===== src/rtl/ycell_edge_drv.sv =====
// ycell_edge_drv: clocked "red cell" boundary row driving the yellow-cell array top row.
// Latency: arr_in 1 cycle after accept; out_valid SYNC+1 cycles after the last pair returns.
// Backpressure: in_ready low unless idle with the array empty; the array is held full until out_ready.
//
// Ports:
//   clk, resetn           system clock, asynchronous active-low reset
//   in_valid/in_ready     launch handshake, in_data bit i -> pair i (1: 2'b10, 0: 2'b01)
//   out_valid/out_ready   result handshake; out_data, out_err, out_tmo held while out_valid
//   arr_empty             to cell uempty inputs, high only while in reset
//   arr_in                registered dual-rail drive, pair i = arr_in[2i+1:2i]
//   arr_back              asynchronous dual-rail return from the cells, synchronized here
module ycell_edge_drv #(
   parameter int W    = 8,
   parameter int SYNC = 2,
   parameter int TMO  = 1023
) (
   input  logic           clk,
   input  logic           resetn,
   input  logic           in_valid,
   output logic           in_ready,
   input  logic [W-1:0]   in_data,
   output logic           out_valid,
   input  logic           out_ready,
   output logic [W-1:0]   out_data,
   output logic [W-1:0]   out_err,
   output logic           out_tmo,
   output logic [W-1:0]   arr_empty,
   output logic [2*W-1:0] arr_in,
   input  logic [2*W-1:0] arr_back
);

   // Fewer than two synchronizer stages is never safe for these asynchronous returns.
   localparam int            NS     = (SYNC < 2) ? 2 : SYNC;
   localparam int            CW     = (TMO < 2) ? 1 : $clog2(TMO + 1);
   localparam logic [CW-1:0] TMO_LD = CW'(TMO);
   localparam bit            TMO_EN = (TMO != 0);

   typedef enum logic [1:0] {
      S_IDLE,
      S_DRIVE,
      S_HOLD,
      S_RELEASE
   } state_t;

   state_t         state_q;
   logic [2*W-1:0] sync_q [NS];
   logic [NS-1:0]  warm_q;
   logic [CW-1:0]  cnt_q;
   logic [CW-1:0]  cnt_d;
   logic [2*W-1:0] arr_in_q;
   logic           in_ready_q;
   logic           out_valid_q;
   logic           out_tmo_q;
   logic [W-1:0]   out_data_q;
   logic [W-1:0]   out_err_q;

   logic [2*W-1:0] sb;
   logic [2*W-1:0] drive_word;
   logic [W-1:0]   pair_full;
   logic [W-1:0]   pair_v1;
   logic [W-1:0]   pair_bad;
   logic           all_full;
   logic           all_empty;
   logic           tmo_hit;

   // Synchronizer chain on every returning wire. warm_q tracks how many stages
   // hold post-reset samples, so an array still full after reset is not
   // mistaken for empty while the chain refills with zeros.
   always_ff @(posedge clk or negedge resetn) begin
      if (!resetn) begin
         for (int s = 0; s < NS; s++) begin
            sync_q[s] <= '0;
         end
         warm_q <= '0;
      end else begin
         sync_q[0] <= arr_back;
         for (int s = 1; s < NS; s++) begin
            sync_q[s] <= sync_q[s-1];
         end
         warm_q <= {warm_q[NS-2:0], 1'b1};
      end
   end

   assign sb = sync_q[NS-1];

   always_comb begin
      pair_full  = '0;
      pair_v1    = '0;
      pair_bad   = '0;
      drive_word = '0;
      for (int i = 0; i < W; i++) begin
         pair_full[i]      = sb[2*i+1] | sb[2*i];
         pair_v1[i]        = sb[2*i+1] & ~sb[2*i];
         pair_bad[i]       = sb[2*i+1] & sb[2*i];
         drive_word[2*i+1] = in_data[i];
         drive_word[2*i]   = ~in_data[i];
      end
   end

   assign all_full  = &pair_full;
   assign all_empty = ~|pair_full;
   // Expiry is the cycle the counter would reach zero; TMO=0 never expires.
   assign tmo_hit   = TMO_EN && (cnt_q == CW'(1));
   assign cnt_d     = cnt_q - CW'(1);

   always_ff @(posedge clk or negedge resetn) begin
      if (!resetn) begin
         state_q     <= S_IDLE;
         cnt_q       <= '0;
         arr_in_q    <= '0;
         in_ready_q  <= 1'b0;
         out_valid_q <= 1'b0;
         out_tmo_q   <= 1'b0;
         out_data_q  <= '0;
         out_err_q   <= '0;
      end else begin
         case (state_q)
            S_IDLE: begin
               if (in_valid && in_ready_q) begin
                  arr_in_q   <= drive_word;
                  cnt_q      <= TMO_LD;
                  out_tmo_q  <= 1'b0;
                  in_ready_q <= 1'b0;
                  state_q    <= S_DRIVE;
               end else begin
                  in_ready_q <= warm_q[NS-1] & all_empty;
               end
            end
            S_DRIVE: begin
               // Completion is tested first so it wins over a same-cycle expiry.
               if (all_full) begin
                  out_data_q  <= pair_v1;
                  out_err_q   <= pair_bad;
                  out_tmo_q   <= 1'b0;
                  out_valid_q <= 1'b1;
                  state_q     <= S_HOLD;
               end else if (tmo_hit) begin
                  out_data_q  <= pair_v1;
                  out_err_q   <= ~pair_full | pair_bad;
                  out_tmo_q   <= 1'b1;
                  out_valid_q <= 1'b1;
                  state_q     <= S_HOLD;
               end else begin
                  cnt_q <= cnt_d;
               end
            end
            S_HOLD: begin
               // Array stays full and the counter frozen until the result is taken.
               if (out_ready) begin
                  out_valid_q <= 1'b0;
                  arr_in_q    <= '0;
                  cnt_q       <= TMO_LD;
                  state_q     <= S_RELEASE;
               end
            end
            S_RELEASE: begin
               if (all_empty) begin
                  in_ready_q <= warm_q[NS-1];
                  state_q    <= S_IDLE;
               end else if (tmo_hit) begin
                  // Sticky flag; IDLE keeps in_ready low until the array drains.
                  out_tmo_q <= 1'b1;
                  state_q   <= S_IDLE;
               end else begin
                  cnt_q <= cnt_d;
               end
            end
            default: begin
               state_q <= S_IDLE;
            end
         endcase
      end
   end

   assign arr_in    = arr_in_q;
   assign arr_empty = {W{~resetn}};
   assign in_ready  = in_ready_q;
   assign out_valid = out_valid_q;
   assign out_data  = out_data_q;
   assign out_err   = out_err_q;
   assign out_tmo   = out_tmo_q;

endmodule


===== config.mk =====
export PLATFORM = sky130hd
export DESIGN_NAME = ycell_edge_drv
export DESIGN_NICKNAME = d
export VERILOG_FILES = /design/src/rtl/ycell_edge_drv.sv
export SDC_FILE = /design/constraint.sdc
export NUM_CORES = 1
export LEC_CHECK = 0
export CELL_PAD_IN_SITES_DETAIL_PLACEMENT = 0
export CELL_PAD_IN_SITES_GLOBAL_PLACEMENT = 1
export CORE_MARGIN = 8
export CORE_UTILIZATION = 30
export CTS_CLUSTER_DIAMETER = 40
export DETAILED_ROUTE_END_ITERATION = 6
export DONT_BUFFER_PORTS = 1
export HOLD_SLACK_MARGIN = 0.06
export PLACE_DENSITY = 0.6
export SLEW_MARGIN = 30
export SYNTH_ARGS = -nofsm -noshare
export SYNTH_HDL_FRONTEND = slang
export SYNTH_SLANG_ARGS = --single-unit

===== constraint.sdc =====
create_clock -name clk -period 2.3 [get_ports clk]
set_clock_uncertainty 0.15 [all_clocks]
set_input_delay 0.46 -clock clk [delete_from_list [all_inputs] [get_ports clk]]
set_output_delay 0.46 -clock clk [all_outputs]
set_load 0.1 [all_outputs]

# After elaboration in Yosys (flattened, before gate mapping)
# Cells that the tools add are included.
dict set report totals {
  regBits 81
  latchBits 0
  ram_bits 0
  romBits 0
  in_bits 28
  output_inout_bits 43
  elab_cells 116
  memories 0
}
dict set report classes {
  n_addsub 1
  mul 0
  div 0
  n_lt_le_gt_ge 0
  eq_ne 11
  n_shift 0
  muxes 32
  n_bitwise 44
  n_reduce_logical 17
}
# op count
set ops {}
lappend ops {{10-bit 2-to-1 mux} 5}
lappend ops {{10-bit case mux with 4 select lines} 1}
lappend ops {{16-bit 2-to-1 mux} 2}
lappend ops {{8-bit 2-to-1 mux} 4}
lappend ops {{16-bit case mux with 2 select lines} 1}
lappend ops {{1-bit bitwise AND} 17}
lappend ops {{1-bit NOT} 17}
lappend ops {{2-bit 2-to-1 mux} 6}
lappend ops {{10-bit by 1-bit == test with 1-bit output, second input constant} 1}
lappend ops {{2-bit inequality test, second input constant} 5}
lappend ops {{10-bit by 1-bit subtractor with 10-bit output, second input constant} 1}
lappend ops {{1-bit 2-to-1 mux} 9}
lappend ops {{3-bit AND reduction} 3}
lappend ops {{8-bit NOT} 1}
lappend ops {{1-bit bitwise OR} 8}
lappend ops {{8-bit bitwise OR} 1}
lappend ops {{2-bit case mux with 4 select lines} 1}
lappend ops {{4-bit AND reduction} 2}
lappend ops {{8-bit AND reduction} 1}
lappend ops {{2-bit nonzero test} 4}
lappend ops {{8-bit OR reduction} 1}
lappend ops {{3-bit inequality test, second input constant} 2}
lappend ops {{2-bit == test, second input constant} 2}
lappend ops {{1-bit case mux with 2 select lines} 2}
lappend ops {{other kinds (7)} 8}

# Longest topological paths before layout
dict set report logic_depth {
  word_depth 6
  depth_mapped 9
  mapped_depth_nobuf 7
}

# Least setup slack after synthesis
# OpenSTA, ideal clock, no wires.
dict set report synth_path {
  path_kind {flip-flop to flip-flop}
  from {register in_ready_q (netlist: in_ready)}
  to {register cnt_q[4]}
  setup_time_ps 144
  t_arrival_ps 1961
  required_time_ps 2006
  slack_ps 46
  stages_incl_launch_ff 7
  n_path_buf 1
  synth_period_minus_slack_ps 2254
  cell_sequence {dfrtp_1 > a21boi_1 > nor2_1 > a31o_2 > and3_1 > buf_2 > a41oi_1}
}
dict set report synth_between {
  elab_chain_len 3
}
# item line
set synth_lines {}
lappend synth_lines {{start, declared} 51} ;# logic in_ready_q;
lappend synth_lines {{start signal, assigned} 126} ;# in_ready_q <= warm_q[NS-1] & all_empty;
lappend synth_lines {{start signal, assigned} 158} ;# in_ready_q <= warm_q[NS-1];
lappend synth_lines {{1-bit logical AND} 119} ;# if (in_valid && in_ready_q) begin
lappend synth_lines {{2-bit inequality test (no source line)} --}
lappend synth_lines {{4-bit AND reduction (no source line)} --}
lappend synth_lines {{end signal, assigned} 144} ;# cnt_q <= cnt_d;
lappend synth_lines {{end signal, assigned} 165} ;# cnt_q <= cnt_d;
lappend synth_lines {{end, declared} 48} ;# logic [CW-1:0] cnt_q;
# No other way between the ends.
# A chain may end at the register's enable or synchronous reset.

# Worst setup path in the final report
dict set report layout_path {
  from {register sync_q, in the netlist sb[8]}
  to {register state_q[1]}
}
dict set report layout_between {
  elab_chain_len 4
  elab_cells_between_ends 9
  classes_between {2 x eq/ne; 3 x mux; 1 x bitwise; 3 x reduce/logical}
}
# item line
set layout_lines {}
lappend layout_lines {{start, declared} 46} ;# logic [2*W-1:0] sync_q [NS];
lappend layout_lines {{start signal, assigned by index} 78} ;# sync_q[s] <= sync_q[s-1];
lappend layout_lines {{1-bit bitwise OR (*)} 92} ;# pair_full[i] = sb[2*i+1] | sb[2*i];
lappend layout_lines {{8-bit OR reduction / 8-bit AND reduction (equally long branches)} {101, 100}}
lappend layout_lines {{3-bit inequality test (no source line), or another cell as far along} --}
lappend layout_lines {{4-bit AND reduction (no source line) / 2-bit case mux with 4 select lines (equally long branches)} --}
lappend layout_lines {{end signal, assigned} 108} ;# state_q <= S_IDLE;
lappend layout_lines {{end signal, assigned} 124} ;# state_q <= S_DRIVE;
lappend layout_lines {{end signal, assigned} 136} ;# state_q <= S_HOLD;
lappend layout_lines {{end, declared} 45} ;# state_t state_q;
# Mark *: on every way between the ends. The rest lies on a longest branch, timed or not.

==> reports/qor.csv <==
stage;metric;value;unit
worst_setup_path;nature of the critical path endpoint;register;
drt;# DRC;0;
clock_tree;TritonCTS buffer count;9;
drt;drt pass-1 iters;4;
clock_tree;Worst-Skew Late Latency;0.33;ns
synthesis;Synth Net Count;350;
synthesis;Mapped Cells;297;
floorplanning;Std-Cell Rows;39;
clock_tree;# hold bufs at CTS;22;
floorplanning;Top Ports;71;
drt;wire per inst;14.36;µm
clock_tree;setup bufs post-CTS;0;
timing;final max-slew violation count;0;
global_routing;global routing usage on met2;16.22;%
worst_setup_path;critical path class;reg -> reg;
placement;I/O Buffers;0;
drt;initial drt markers;87;
clock_tree;H-tree depth;3;
layout;Final #Nets;398;
clock_tree;Clock Pin Slew Worst Setup and Hold Paths;0.06;ns
floorplanning;die area;15180;µm²
synthesis;Cell Area, Synth;3448;µm²
clock_tree;CTS max path bufs;2;
global_routing;initial antenna violation count;0;
drt;final wirelength;7081;µm
global_routing;first-pass GRT wire length;11870;µm
placement;GPL Wtd Cong;0.7198;
drt;Vias;2244;
status;failing checks;hold timing;
global_routing;met3 GRT Util;4.612;%
clock_tree;# clock sinks;81;
timing;final setup vio count;0;
floorplanning;Initial Util;30.46;%
floorplanning;core area;11320;µm²
hold_path;HP Class;in -> async;
floorplanning;Die X;123.2;µm
worst_setup_path;Setup crit start kind;register;
placement;HPWL Detailed;4822;µm
timing;Fmax;481.2;MHz
worst_setup_path;crit-path max FO;2;
run;Max-Cap Viols;0;
timing;Final period util;90.36;%
status;run status;finished, violations left;
timing;minimum clock period;2.078;ns
synthesis;sequential-to-total area share from yosys stat;58.78;%
global_routing;GR peak layer;met2;
synthesis;Yosys cell types;44;
synthesis;Synth area leaders;dfrtp_1, ha_1, nand2_1, mux2_2, o21ai_0;
global_routing;GRT Total Usage;10.05;%
synthesis;Syn Area/Cell;11.61;µm²
timing;setup_tns;0;ns
worst_setup_path;CP arrival;2.15;ns
layout;final core utilization;38.65;%
worst_setup_path;WP data required;2.37;ns
placement;Cells after DPL;455;
drt;vias per cell;4.552;
synthesis;#FFs+latches synth;81;
global_routing;met1 global-route usage;11.26;%
synthesis;synth warn;0;
layout;ant diodes;0;
clock_tree;root buffer cell;clkbuf_16;
layout;Syn-to-layout area delta;26.89;%
timing;Fin. Hold Viols;81;
layout;final non-filler cell total;493;
global_routing;vias in the first global route;2379;
synthesis;post-synth top area share;58.78;%
timing;unrepaired setup endpoints after global routing;false;
floorplanning;Vert. Die Dim;123.2;µm
timing;worst hold slack;-0.3302;ns
timing;worst-margin pin slew;0.9090;ns
clock_tree;CTS tree;built;
timing;max_slew headroom;39.40;%
drt;antenna viol nets, final;0;
global_routing;largest net degree at the start of global routing;83;
layout;share of layout cells above drive strength 1;21.14;%
synthesis;cell taking the most area after synthesis;dfrtp_1;
global_routing;remaining global-route overflow;0;
cell families (layout without fill, tap and decap cells):
family                   Yosys count  count (layout)  share of synthesized area, %
flip-flops                        81              81                         58.78
AND/OR/NAND/NOR                   73              73                         10.70
AO/OA/AOI/OAI                     65              65                         12.59
buffers and inverters             42              95                         5.515
adder cells (fa/ha/maj)           25              25                         9.071
multiplexers                      10              10                         3.229
other                              1               1                        0.1087
final cells by class:
class | instances | area, µm²
Timing Repair Buffer | 58 | 528.0
Sequential cell | 81 | 2027
Fill cell | 1109 | 6945
Inverter | 21 | 86.33
Tap cell | 143 | 178.9
Clock inverter | 7 | 83.83
Multi-Input combinational cell | 174 | 1246
Clock buffer | 9 | 225.2
critical path: stages, from the launching register on:
cell	delay, ns
dfrtp_1	0.35
inv_1	0.06
ha_1	0.21
nor4_1	0.33
nand2_1	0.13
a22oi_1	0.21
o21a_1	0.19
mux2_2	0.34
stage by stage:
stage	worst slack (ns)	area (µm²)	hold slack (ns)
CTS	0.07701	4364	-0.3490
global route	0.02768	4375	-0.3515
finish	0.2217	4375	-0.3302
global placement	0.09946	3835	0.01836
floorplan	0.04561	3448	0.01441
detailed placement	0.08452	3835	0.01819
worst paths after layout:
path	from	to	slack [ns]	cells past startpoint
max reg2reg	sb[8]$_DFF_PN0_	state_q[1]$_DFFE_PN0P_	0.22	7
max	sb[8]$_DFF_PN0_	state_q[1]$_DFFE_PN0P_	0.22	7
min reg2reg	warm_q[0]$_DFF_PN0_	warm_q[1]$_DFF_PN0_	0.20	0
min	resetn	out_err[3]$_DFFE_PN0P_	-0.33	0
min in group clk	in_data[3]	arr_in[6]$_DFFE_PN0P_	0.08	1
max in group asynchronous	resetn	cnt_q[0]$_DFFE_PN0P_	2.18	0
state kept, by name, indices dropped and copies added (netlist names):
name,flops
sync_q,16
cnt_q,10
sb,16
out_valid,1
out_data,8
arr_in,16
in_ready,1
warm_q,2
out_tmo,1
state_q,2
out_err,8
metal layers:
metal | wire length [µm] | vias up
li1 | - | 1113
met1 | 2965 | 1077
met2 | 3434 | 48
met3 | 592 | 6
met4 | 89 | 0
met5 | 0 | -
cells in the mapped netlist, drive strengths merged:
cell type and count:
a2111oi 1, a211oi 2, a21boi 1, a21o 2, a21oi 6, a22oi 1, a311oi 1, a31o 1
a31oi 13, a32o 1, a41oi 3, and2 1, and3 3, and4 3, buf 12, clkbuf 9
conb 1, dfrtp 81, ha 25, inv 21, mux2 9, mux2i 1, nand2 30, nand2b 9
nand3 1, nand4 1, nor2 13, nor2b 1, nor3 4, nor4 2, nor4b 1, o21a 1
o21ai 20, o21bai 1, o2bb2ai 1, o31ai 9, o41ai 1, or2 1, or3 2, or4 1
cells in the final DEF (no fill, tap or decap), types with 2 or more instances in the layout:
cell	instances
a211oi_1	2
a21o_1	2
a21oi_1	4
a21oi_2	2
a31oi_1	13
a41oi_1	3
and3_1	2
and4_1	3
buf_12	3
buf_4	33
clkbuf_16	9
dfrtp_1	81
dlygate4sd3_1	22
ha_1	25
inv_1	20
inv_6	3
inv_8	2
mux2_2	9
nand2_1	30
nand2b_1	9
nor2_1	13
nor3_1	4
o21ai_0	19
o31ai_1	9
repair_timing:
action / CTS / global route
gates resized for setup: 0 / 3
endpoints found under the hold margin: 103 / 81
endpoints found under the setup margin: 0 / 11
Power is not shown: default switching activity piles up to over one toggle a cycle in this logic, so the estimate is an artifact.
